[src/rtl/router_port_injector.sv]
`timescale 1ns/1ps
// Source-side injector for one router input port: queues host words tagged with a
// destination and presents them on a valid/ready lane without ever retracting a word.
module router_port_injector #(
   parameter int DATA_WIDTH = 8,
   parameter int DEPTH      = 8,
   parameter int CNT_WIDTH  = 16
) (
   input  logic                  clk,
   input  logic                  rst,
   input  logic                  enable,
   input  logic                  wr_en,
   input  logic [DATA_WIDTH-1:0] wr_data,
   input  logic [1:0]            wr_dest,
   output logic                  full,
   output logic                  empty,
   output logic [DATA_WIDTH-1:0] data_out,
   output logic [1:0]            destination,
   output logic                  valid,
   input  logic                  ready,
   output logic [CNT_WIDTH-1:0]  sent_count,
   output logic [CNT_WIDTH-1:0]  drop_count,
   output logic                  overflow
);

   localparam int AW = $clog2(DEPTH);
   localparam int EW = DATA_WIDTH + 2;
   localparam logic [AW:0]          FULL_LEVEL = (AW+1)'(DEPTH);
   localparam logic [AW:0]          COUNT_ONE  = (AW+1)'(1);
   localparam logic [AW-1:0]        PTR_ONE    = AW'(1);
   localparam logic [CNT_WIDTH-1:0] CNT_ONE    = CNT_WIDTH'(1);

   typedef enum logic {IDLE, PRESENT} state_t;

   state_t        state, state_next;
   logic [EW-1:0] mem [DEPTH];
   logic [AW-1:0] wr_ptr, rd_ptr;
   logic [AW:0]   count;
   logic          push, pop, drop, handshake;

   assign full      = (count == FULL_LEVEL);
   assign empty     = (count == '0);
   assign valid     = (state == PRESENT);
   assign push      = wr_en && !full;
   assign drop      = wr_en && full;
   assign handshake = valid && ready;

   // Output stage: a presented word is held until accepted; enable only gates new launches.
   always_comb begin
      state_next = state;
      pop        = 1'b0;
      case (state)
         IDLE: begin
            if (!empty && enable) begin
               pop        = 1'b1;
               state_next = PRESENT;
            end
         end
         PRESENT: begin
            if (ready) begin
               if (!empty && enable) pop = 1'b1;
               else                  state_next = IDLE;
            end
         end
         default: state_next = IDLE;
      endcase
   end

   always_ff @(posedge clk or negedge rst) begin
      if (!rst) state <= IDLE;
      else      state <= state_next;
   end

   // Storage array needs no reset; occupancy tracking alone defines which entries are live.
   always_ff @(posedge clk) begin
      if (push) mem[wr_ptr] <= {wr_dest, wr_data};
   end

   always_ff @(posedge clk or negedge rst) begin
      if (!rst) begin
         wr_ptr <= '0;
         rd_ptr <= '0;
         count  <= '0;
      end else begin
         if (push) wr_ptr <= wr_ptr + PTR_ONE;
         if (pop)  rd_ptr <= rd_ptr + PTR_ONE;
         case ({push, pop})
            2'b10:   count <= count + COUNT_ONE;
            2'b01:   count <= count - COUNT_ONE;
            default: count <= count;
         endcase
      end
   end

   always_ff @(posedge clk or negedge rst) begin
      if (!rst) begin
         data_out    <= '0;
         destination <= '0;
      end else if (pop) begin
         {destination, data_out} <= mem[rd_ptr];
      end
   end

   // Statistics: counters wrap naturally, overflow is sticky until reset.
   always_ff @(posedge clk or negedge rst) begin
      if (!rst) begin
         sent_count <= '0;
         drop_count <= '0;
         overflow   <= 1'b0;
      end else begin
         if (handshake) sent_count <= sent_count + CNT_ONE;
         if (drop) begin
            drop_count <= drop_count + CNT_ONE;
            overflow   <= 1'b1;
         end
      end
   end

endmodule

[config.mk]
export PLATFORM = sky130hd
export DESIGN_NAME = router_port_injector
export DESIGN_NICKNAME = d
export VERILOG_FILES = /design/src/rtl/router_port_injector.sv
export SDC_FILE = /design/constraint.sdc
export NUM_CORES = 1
export LEC_CHECK = 0
export BUFFER_PORTS_ARGS = -buffer_cell sky130_fd_sc_hd__buf_2
export CAP_MARGIN = 20
export CORE_MARGIN = 5
export CORE_UTILIZATION = 40
export DETAILED_ROUTE_END_ITERATION = 8
export GPL_ROUTABILITY_DRIVEN = 0
export HOLD_SLACK_MARGIN = 0.1
export SLEW_MARGIN = 20
export SYNTH_ARGS = -nofsm -noshare
export SYNTH_HDL_FRONTEND = slang
export SYNTH_SLANG_ARGS = --single-unit
[constraint.sdc]
create_clock -name clk -period 7.6 [get_ports clk]
set_clock_uncertainty 0.1 [all_clocks]
set_input_delay 0.76 -clock clk [delete_from_list [all_inputs] [get_ports clk]]
set_output_delay 0.76 -clock clk [all_outputs]
set_load 0.01 [all_outputs]
* Word-level counts from Yosys, hierarchy flattened
Memories as Yosys holds them, arrays and structs flattened. A register that Yosys moved wholly into a read port is not among the register bits.
Index checks and enable logic that the tools add are counted.
W data, S select, Z words.
** Storage, ports and cells
- Bits in latches :: 0
- Bits of input ports :: 15
- Memory bits (read-only) :: 0
- Register bits :: 44
- Memories :: 1
- Bits in writable memories :: 80
- Word-level logic and storage cells :: 35
- Output and inout port bits :: 46
** Operators by class
- Equal/unequal tests :: 3
- Bitwise logic cells :: 1
- $add $sub $neg :: 6
- Order comparisons :: 0
- Reduce and logical (&&, ||, !) cells :: 9
- Multiplexer cells :: 8
- Divide/modulo/power cells :: 0
- Multiply operators :: 0
- Shifts and indexed selects :: 0
** Memory list
- mem :: depth 8, width 10, rd ports 1, clocked after Yosys merged registers in 1, write ports 1, line 36 : logic [EW-1:0] mem [DEPTH];
** Operators by type and width (number)
- $add A16 B1 Y16 const B :: 2
- $pmux W4 S2 :: 1
- $add A3 B1 Y3 const B :: 2
- $mux W1 :: 5
- $add A4 B1 Y4 const B :: 1
- $eq A4 B4 Y1 const B :: 1
- $logic_and A1 B1 Y1 :: 4
- $logic_not A4 Y1 :: 1
- $pmux W1 S2 :: 2
- $sub A4 B1 Y4 const B :: 1
- $logic_not A1 Y1 :: 3
- $eq A2 B1 Y1 const B :: 1
- $eq A2 B2 Y1 const B :: 1
- $reduce_bool A2 Y1 :: 1
- $not A1 Y1 :: 1

* Longest topological paths before layout
Gate-level depths: netlist of run 1.
- Depth in word-level cells :: 8
- Mapped depth :: 9
- Gate-level depth less buffers :: 9

* Worst setup path after synthesis of run 1
No wires, ideal clock.
- Path kind :: input -> register
- From :: in enable
- To :: reg count[3]
- Buffers on the path :: 1
- Setup time :: 0.116 ns
- Setup slack :: 4.783 ns
- Cell stages on the path :: 8
- Arrival :: 2.602 ns
- Data required time :: 7.384 ns
- Path through :: o41ai_1 > a21oi_1 > clkbuf_1 > ha_1 > ha_1 > a21oi_1 > o21ai_0 > o311ai_0
** On the way
- Cells in the longest elaborated chain, start to end :: 6
- Elaborated cells on any way between the ends :: 8
- Those cells by class :: eq/ne: 2; mux: 4; reduce/logical: 2
** RTL lines
- start, declared :: line 11 : input logic enable,
- $logic_and A1 B1 Y1 * :: line 54, 61
- $mux W1 * :: line 54, 61
- $mux W1 :: line 60 : if (ready) begin
- $pmux W1 S2 * :: line 52 : case (state)
- net pop :: line 39 : logic push, pop, drop, handshake;
- $eq A2 B1 Y1 or $eq A2 B2 Y1 (tied branches) :: line 87 : case ({push, pop})
- $pmux W4 S2 or $reduce_bool A2 Y1 (tied branches)
- end signal, assigned :: line 88 : 2'b10: count <= count + COUNT_ONE;
- end signal, assigned :: line 89 : 2'b01: count <= count - COUNT_ONE;
- end signal, assigned :: line 90 : default: count <= count;
- end, declared :: line 38 : logic [AW:0] count;
The timed path passes the listed nets; every way through them passes the cells marked *.
A chain may end at the register's enable or synchronous reset.

* Worst setup path in the final report of run 1
- From :: reg count[1]
- To :: reg count[3]
** On the way
- Cells in the longest elaborated chain, start to end :: 8
- Elaborated cells on any way between the ends :: 15
- Those cells by class :: add/sub: 2; eq/ne: 3; mux: 4; reduce/logical: 6
** RTL lines
- $logic_not A4 Y1 :: line 42 : assign empty = (count == '0);
- $logic_not A1 Y1 :: line 54, 61
- $logic_and A1 B1 Y1 :: line 54, 61
- $mux W1 :: line 54, 61
- $mux W1 :: line 60
- $pmux W1 S2 :: line 52
- $eq A2 B1 Y1 or $eq A2 B2 Y1 (tied branches) :: line 87
- $pmux W4 S2 or $reduce_bool A2 Y1 (tied branches)
Parallel ways exist; a longest one is shown, timed or not.

==> run_results.csv, run 1 <==
group,metric,value,unit
critical_path,worst_path_largest_cell_delay,560,ps
yosys,synth_area,5415,um2
detailed_routing,route.vias.total,3005,
yosys,synth.area.top_cells,"edfxtp_1 (44%), dfrtp_1 (25%), mux4_2 (8.3%)",
critical_path,crit_top_cell,"ha_1",
yosys,postSynthCellCount,337,
cts,cts_tree,"done",
critical_path,crit_type,"register to register",
place,io_buffers,60,
power,power_density,363.5,nW/um2
place,dp_hpwl,6516,um
power,power.switching,729.2,uW
detailed_routing,dr.pass1.iters,4,
yosys,yosys_warnings,0,
global_routing,grt_use_total,0.1391,
yosys,synth_common_cells,"edfxtp_1 (80), dfrtp_1 (54), xnor2_1 (24)",
cells_and_area,fin_area,6553,um2
global_routing,grtUsageMet1,0.1858,
floorplanning,fp.dieW,126.4,um
sta,hold_ws,366.2,ps
sta,slew_headroom,0.3264,
global_routing,grt_max_degree,55,
sta,final_max_slew_viol_count,0,
global_routing,top_usage_layer,"met2",
yosys,yosysUniqueCellTypes,34,
critical_path,worstPathCellList,"nor4b_4, and2b_2, clkinv_1, ha_1, ha_1, a21oi_1, o21ai_0, o311ai_0",
cts,max-clock-path-buffers,2,
global_routing,grt_pass1_wl,17020,um
critical_path,critical_path_required,7790,ps
floorplanning,rows,42,
yosys,synth_edf_count,80,
cts,postCtsResizedCells,0,
detailed_routing,vias_per_cell,4.951,
yosys,yosys.area.top_type,"edfxtp_1",
place,detailed_place.area,5988,um2
critical_path,cp_max_fo,8,
global_routing,grt_pass1_vias,3158,
floorplanning,die_area,15960,um2
global_routing,use_met2,0.2136,
cells_and_area,stdcell_count,607,
detailed_routing,drt_iter0_drc,166,
critical_path,cp-start-kind,"register",
floorplanning,ioPinCount,61,
power,combPwrFrac,0.234,
sta,tns,0,ps
cells_and_area,drive_above_1_share,0.3016,
cells_and_area,fillerInstances,1136,
critical_path,cpMaxStageDelayCell,"nor4b_4",
yosys,synth_nets,360,
yosys,syn_area_per_cell,16.07,um2
sta,fin_crit,3025,ps
detailed_routing,drtAntennaViolNets,0,
floorplanning,dieHeight,126.4,um
place,dp.cells,575,
cts,clk_pin_slew_worst_paths,60,ps
sta,finalSetupViolCount,0,
critical_path,crit_family,"simple AND/OR/NAND/NOR gates",
power,internal_power,1653,uW
cts,htreeDepth,4,
sta,rsz0062_at_grt,"false",
sta,finalHoldViolations,0,
power,p_seq_frac,0.447,
cells_and_area,area_growth,21.00,%
global_routing,gr-total-overflow,0,
cts,cts_buffers,17,
min_path,hold_path.class,"register to register",
global_routing,antenna_found_initial,1,
critical_path,critPathBufInv,1,
power,vdd.ir_drop.worst,226.0,uV
detailed_routing,wl,10320,um
critical_path,end_kind,"register",
job,drv_cap,0,
cts,clock-sinks,134,
critical_path,worstPathArrival,3210,ps
power,clkPwrFrac,0.319,
detailed_routing,drcViolationCount,0,
yosys,synth_top_area_share,0.4436,
run_status,status,"finished clean",
sta,fmax,330.6,MHz
power,power.share.switching,0.3061,
floorplanning,start_util,0.4089,
global_routing,met3_usage,0.04624,
cells_and_area,diodes,0,
cts,cts-hold-fix-buffers,0,
yosys,yosysMostFrequentCell,"edfxtp_1",
yosys,ys_seq_elements,134,
detailed_routing,wl_per_cell,17.01,um
yosys,async_flop_share,0.4030,
sta,worst-slew-pin-transition,1010,ps
floorplanning,coreArea,13240,um2
cts,cts_setup_buffers,0,
power,cellLeakagePower,0.002627,uW
yosys,yosys_most_used_dff,"edfxtp_1",
cts,clk_latency,410,ps
yosys,synth-seq-area-share,0.6932,
cts,root_buffer,"clkbuf_16",
sta,period_share,0.3980,
cells_and_area,final_nets,441,
layout by cell type (no fill, tap or decap), types with 9 or more instances in the layout:
cell type and instances:
inv_1 9, clkbuf_16 17, a21oi_1 11, nor2_1 20, dfrtp_1 54, nand2_1 22
buf_2 60, buf_4 10, edfxtp_1 80, nor3_1 9, xor2_1 12, mux4_2 20
xnor2_1 24, mux2i_1 11
registers in the layout, summed over array words and instances (netlist names):
name         cells
count            4
data_out         8
destination      2
drop_count      16
mem             80
overflow         1
rd_ptr           3
sent_count      16
valid            1
wr_ptr           3
per-stage QoR:
step	worst slack (ps)	total power (uW)	util
global route	4330	2523	0.4948
floorplan	4783	1434	-
detailed placement	4049	1652	0.4522
finish	4575	2382	0.4948
global placement	4220	1627	0.4516
CTS	4404	2419	0.4942
routing by layer:
metal,share of wire,vias up
met5,0.0013,-
met4,0.0070,2
met3,0.056,7
met2,0.46,74
met1,0.47,1493
li1,-,1429
logic make-up (layout without fill, tap and decap cells):
| logic type | Yosys count | after routing | share of synthesized area |
|---|---|---|---|
| multiplexers | 34 | 34 | 0.1098 |
| AO/OA/AOI/OAI | 18 | 18 | 0.01802 |
| AND/OR/NAND/NOR | 89 | 89 | 0.08803 |
| flip-flops | 134 | 134 | 0.6932 |
| XOR/XNOR | 36 | 36 | 0.05823 |
| buffers and inverters | 18 | 112 | 0.01294 |
| adder cells (fa/ha/maj) | 8 | 8 | 0.01987 |
power by group through the flow:
stage | logic, uW | registers [uW] | clock network (uW)
CTS | 572 | 1070 | 779
floorplan | 395 | 1040 | 0
global route | 622 | 1090 | 811
global placement | 556 | 1070 | 0
detailed placement | 571 | 1080 | 0
finish | 557 | 1060 | 761
area by class of cell:
type	count	area (um2)	area share
flip-flops and latches	134	3754	0.5728
multi-input cells	185	1609	0.2456
clock buffers	17	425.4	0.06492
repair buffers	70	375.4	0.05728
well taps	176	220.2	0.03361
clock inverters	15	131.4	0.02005
inverters	10	37.54	0.005728
path summary, 6_finish.rpt:
| check | from | endpoint | slack, ps | cells past startpoint |
|---|---|---|---|---|
| min in group asynchronous | rst | valid | 380 | 2 |
| hold / removal | drop_count[15] | drop_count[15] | 370 | 1 |
| max in group asynchronous | rst | drop_count[5] | 6530 | 2 |
| setup / recovery | count[1] | count[3] | 4580 | 8 |
| setup reg to reg | count[1] | count[3] | 4580 | 8 |
| hold reg to reg | drop_count[15] | drop_count[15] | 370 | 1 |
(Power assumes the default switching activity.)
==> run 2: changes to the inputs <==
- ABC_AREA: unset -> 1
- clock period: 7.6 -> 2.5 ns (I/O delays scaled with it)
==> run_results.csv, run 2 <==
group,metric,value,unit
run_status,status,"finished clean",
global_routing,grt_max_degree,55,
sta,worst-slew-pin-transition,692.8,ps
floorplanning,ioPinCount,61,
cells_and_area,area_growth,20.87,%
yosys,yosys_most_used_dff,"edfxtp_1",
global_routing,grt_pass1_vias,4309,
floorplanning,fp.dieW,132.4,um
critical_path,endpoint,"count[3]",
sta,tns,0,ps
cells_and_area,diodes,0,
cells_and_area,top_regs,"mem (80), drop_count (16), sent_count (16)",
yosys,postSynthCellCount,629,
cts,max-clock-path-buffers,2,
detailed_routing,wl,12680,um
cells_and_area,final_util,0.4948,
critical_path,crit_type,"register to register",
cts,cts_buffers,17,
global_routing,grt_pass1_wl,21530,um
cells_and_area,final_nets,743,
critical_path,worst_path_largest_cell_delay,420,ps
detailed_routing,drtAntennaViolNets,0,
detailed_routing,drt_iter0_drc,252,
detailed_routing,drcViolationCount,0,
cells_and_area,final_common_cell,"nand2_1",
cells_and_area,fin_area,7246,um2
critical_path,critical_path_required,2750,ps
floorplanning,coreArea,14640,um2
sta,finalSetupViolCount,0,
yosys,synth_common_cells,"nand2_1 (220), edfxtp_1 (80), nor2_1 (80)",
cts,cts_tree,"done",
cts,clock-sinks,134,
floorplanning,rows,44,
global_routing,gr-total-overflow,0,
min_path,hold_path.class,"register to register",
yosys,synth_edf_count,80,
yosys,yosysMostFrequentCell,"nand2_1",
power,vdd.ir_drop.worst,495.5,uV
sta,rsz0062_at_grt,"false",
sta,fmax,443.3,MHz
critical_path,reg2regPathDepth,11,
critical_path,worstPathCellList,"nor2_2, nand3_1, nand2_2, nor2_8, ha_1, ha_1, or2_2, nand2_1, xor2_1, nand2_1, nand2_1",
yosys,synth.area.top_cells,"edfxtp_1 (40%), dfrtp_1 (23%), nand2_1 (14%)",
cts,clk_latency,410,ps
cells_and_area,largest_reg_flops,80,
detailed_routing,vias_per_cell,4.745,
sta,period_share,0.9022,
floorplanning,dieHeight,132.4,um
critical_path,rrSetupSlack,240,ps
yosys,synth-seq-area-share,0.6262,
place,dp_hpwl,8642,um
cts,postCtsResizedCells,0,
cells_and_area,final_cell_mix,"nand2_1 (220), nor2_1 (80), edfxtp_1 (80)",
sta,final_max_slew_viol_count,0,
critical_path,cp_max_fo,4,
cts,htreeDepth,4,
cts,root_buffer,"clkbuf_16",
cells_and_area,fillerInstances,1355,
detailed_routing,wl_per_cell,13.82,um
sta,finalHoldViolations,0,
critical_path,startpoint,"count[1]",
sta,fin_crit,2256,ps
place,io_buffers,60,
floorplanning,die_area,17540,um2
yosys,synth_area,5994,um2
yosys,yosysUniqueCellTypes,26,
yosys,yosys.area.top_type,"edfxtp_1",
place,dp_slack,162.4,ps
job,drv_cap,0,
yosys,ys_seq_elements,134,
sta,worst_slack,244.4,ps
yosys,synth_nets,652,
global_routing,antenna_found_initial,0,
power,p_total,7497,uW
yosys,async_flop_share,0.4030,
critical_path,end_kind,"register",
critical_path,cp-start-kind,"register",
cells_and_area,drive_above_1_share,0.1528,
sta,slew_headroom,0.5381,
place,detailed_place.area,6560,um2
critical_path,r2r_start,"count[1]",
cells_and_area,top_register,"mem",
cts,clk_pin_slew_worst_paths,50,ps
critical_path,worstPathArrival,2510,ps
yosys,yosys_warnings,0,
power,cellLeakagePower,0.003324,uW
detailed_routing,route.vias.total,4351,
yosys,synth_top_area_share,0.4008,
global_routing,grt_use_total,0.1547,
detailed_routing,dr.pass1.iters,5,
power,power_density,1035,nW/um2
yosys,syn_area_per_cell,9.530,um2
critical_path,crit_top_cell,"nand2_1",
floorplanning,start_util,0.4093,
critical_path,cpMaxStageDelayCell,"dfrtp_1",
critical_path,rr_endpoint,"count[3]",
## run 2: how the worst min path moves through the flow
stage | endpoint | start | depth (start not counted)
floorplan | count[0] | rst | 0
global route | overflow | overflow | 1
detailed placement | data_out[2] | rst | 2
global placement | data_out[2] | rst | 2
finish | overflow | overflow | 1
CTS | rd_ptr[0] | enable | 4
## run 2: metal layers
| layer | up-vias | part of all wire | track usage |
|---|---|---|---|
| li1 | 2206 | - | - |
| met5 | - | 0 | 0 |
| met1 | 2024 | 0.46 | 0.2038 |
| met2 | 101 | 0.48 | 0.2456 |
| met4 | 0 | 0.020 | 0.06351 |
| met3 | 20 | 0.050 | 0.03872 |
## run 2: kinds of logic (layout without fill, tap and decap cells)
kind of cell / Yosys count / in the layout / synth area share
AO/OA/AOI/OAI: 16 / 16 / 0.01336
XOR/XNOR: 24 / 24 / 0.03507
adder cells (fa/ha/maj): 8 / 8 / 0.01795
buffers and inverters: 72 / 176 / 0.04822
flip-flops: 134 / 134 / 0.6262
AND/OR/NAND/NOR: 375 / 375 / 0.2592
## run 2: power by group
part | internal, uW | switching, uW | leakage [uW]
Clock | 1400 | 832 | 0.000267
Combinational | 808 | 1370 | 0.00165
Sequential | 2790 | 305 | 0.00140
## run 2: cell type report
class                   count  area [um2]  area share
clock buffers              28       518.0     0.07149
well taps                 184       230.2     0.03177
clock inverters             4       20.02    0.002763
multi-input cells         423        1952      0.2694
flip-flops and latches    134        3754      0.5180
inverters                  55       206.4     0.02849
repair buffers             89       565.5     0.07805
## run 2: timing repair
action,in CTS,in global routing
hold buffers,14,0
hold endpoints to repair,136,0
buffers inserted,0,1
endpoints found under the setup margin,0,1
## run 2: metrics by stage
step / instances / hold WS (ps)
after detailed placement: 870 / 335.6
after CTS: 916 / 193.7
after global routing: 917 / 407.0
after floorplan: 629 / -145.6
final: 917 / 370.5
after global placement: 870 / 320.9
## run 2: worst max-delay path, delay by kind of cell, from the launching register on
kind	cells	cell delay [ps]
fa+ha+maj	2	550
xor+xnor	1	150
simple gates	8	970
flops	1	420
==> run 3: changes to the inputs <==
- clock period: 2.5 -> 2.1 ns (I/O delays scaled with it)
==> run_results.csv, run 3 (same netlist as run 2, synthesis figures left out) <==
group,metric,value,unit
cells_and_area,top_regs,"mem (80), drop_count (16), sent_count (16)",
critical_path,crit_type,"register to register",
cells_and_area,top_register,"mem",
cts,htreeDepth,4,
sta,worst-slew-pin-transition,562.3,ps
detailed_routing,drcViolationCount,0,
cells_and_area,fillerInstances,1386,
floorplanning,fp.dieW,132.4,um
detailed_routing,dr.pass1.iters,5,
global_routing,grt_pass1_wl,21680,um
sta,final_max_slew_viol_count,0,
detailed_routing,vias_per_cell,4.748,
floorplanning,die_area,17540,um2
detailed_routing,wl_met1,6256,um
critical_path,cp-start-kind,"register",
floorplanning,dieHeight,132.4,um
sta,slew_headroom,0.6251,
place,dp_hpwl,9094,um
detailed_routing,wl_per_cell,14.11,um
detailed_routing,met2_length,5959,um
cells_and_area,final_cell_mix,"nand2_1 (219), edfxtp_1 (80), nor2_1 (79)",
cells_and_area,fin_area,7391,um2
cells_and_area,final_nets,749,
global_routing,grt_pass1_vias,4293,
cts,cts_buffers,17,
run_status,status,"finished clean",
sta,finalHoldViolations,0,
cts,cts_tree,"done",
critical_path,end_kind,"register",
cts,clk_pin_slew_worst_paths,60,ps
critical_path,worstPathArrival,2190,ps
place,io_buffers,60,
critical_path,rrSetupSlack,160,ps
cells_and_area,final_common_cell,"nand2_1",
critical_path,rr_endpoint,"count[3]",
floorplanning,start_util,0.4093,
detailed_routing,drtAntennaViolNets,0,
critical_path,r2r_start,"count[1]",
sta,fmax,515.9,MHz
place,detailed_place.area,6640,um2
power,cellLeakagePower,0.003364,uW
global_routing,grt_use_total,0.1551,
detailed_routing,routed.top_layer,"met4",
sta,hold_ws,222.4,ps
detailed_routing,drt_iter0_drc,330,
detailed_routing,route.vias.total,4382,
critical_path,critical_path_required,2350,ps
floorplanning,ioPinCount,61,
global_routing,grt_max_degree,34,
cts,max-clock-path-buffers,2,
power,power_density,1264,nW/um2
critical_path,startpoint,"count[1]",
min_path,hold_path.class,"input port to asynchronous set/reset pin",
critical_path,worst_path_largest_cell_delay,440,ps
global_routing,gr-total-overflow,0,
cells_and_area,diodes,0,
floorplanning,coreArea,14640,um2
power,vdd.ir_drop.worst,634.8,uV
sta,period_share,0.9231,
cells_and_area,final_util,0.5047,
critical_path,cp_max_fo,4,
cts,root_buffer,"clkbuf_16",
cells_and_area,drive_above_1_share,0.1746,
cts,clock-sinks,134,
cells_and_area,area_growth,23.29,%
critical_path,worstPathCellList,"nor2_4, nand3_2, nand2_4, nor2_8, ha_4, ha_4, or2_4, nand2_2, xor2_1, nand2_1, nand2_1",
cells_and_area,largest_reg_flops,80,
job,drv_cap,0,
cts,clk_latency,410,ps
detailed_routing,met3WireLength,608,um
critical_path,cpMaxStageDelayCell,"dfrtp_2",
sta,finalSetupViolCount,0,
global_routing,antenna_found_initial,0,
detailed_routing,wl,13020,um
sta,fin_crit,1938,ps
floorplanning,rows,44,
critical_path,reg2regPathDepth,11,
run 3: worst max-delay path by stage:
stage	to	slack, ps	cells after the start
5_1_grt	count[3]	-6	12
2_1_floorplan	count[3]	2	12
3_5_place_dp	count[3]	60	11
6_report	count[3]	160	11
4_1_cts	count[3]	40	11
3_3_place_gp	count[3]	100	11
run 3: final cells by class:
type / count / area, um2 / area share
flip-flops and latches: 134 / 3755 / 0.5080
multi-input cells: 423 / 1999 / 0.2705
repair buffers: 95 / 610.6 / 0.08261
clock buffers: 18 / 429.2 / 0.05807
well taps: 184 / 230.2 / 0.03115
inverters: 55 / 206.4 / 0.02793
clock inverters: 14 / 160.2 / 0.02167
run 3: stage by stage:
step	TNS [ps]	total power (uW)	setup slack (ps)	instances
global placement	0	6306	104.1	876
detailed placement	0	6383	55.09	876
CTS	0	9380	44.27	922
finish	0	9341	161.6	923
global route	-6.365	9957	-6.365	923
floorplan	0	5474	1.761	629
run 3: power breakdown:
| group | total [uW] | leakage [uW] | internal [uW] | switching (uW) |
|---|---|---|---|---|
| Combinational | 2750 | 0.00168 | 1030 | 1720 |
| Sequential | 3660 | 0.00140 | 3320 | 337 |
| Clock | 2940 | 0.000277 | 1850 | 1090 |
| Total | 9340 | 0.00336 | 6200 | 3140 |
run 3: routing by layer:
layer,vias to the layer above,GRT usage
met5,-,0
met4,0,0.06005
met3,17,0.03569
met2,98,0.2357
met1,2048,0.2172
li1,2219,-
run 3: repair_timing:
item	CTS	global route
resized for setup	0	6
hold endpoints to repair	104	0
hold buffers	14	0
buffers inserted	0	1
setup endpoints to repair	0	1
run 3: critical path: cells and delay by family, from the launching register on:
| family | cells | cell delay, ps |
|---|---|---|
| xor gates and xnor gates | 1 | 140 |
| adders and majority gates | 2 | 400 |
| DFF | 1 | 440 |
| and+or+nand+nor | 8 | 800 |
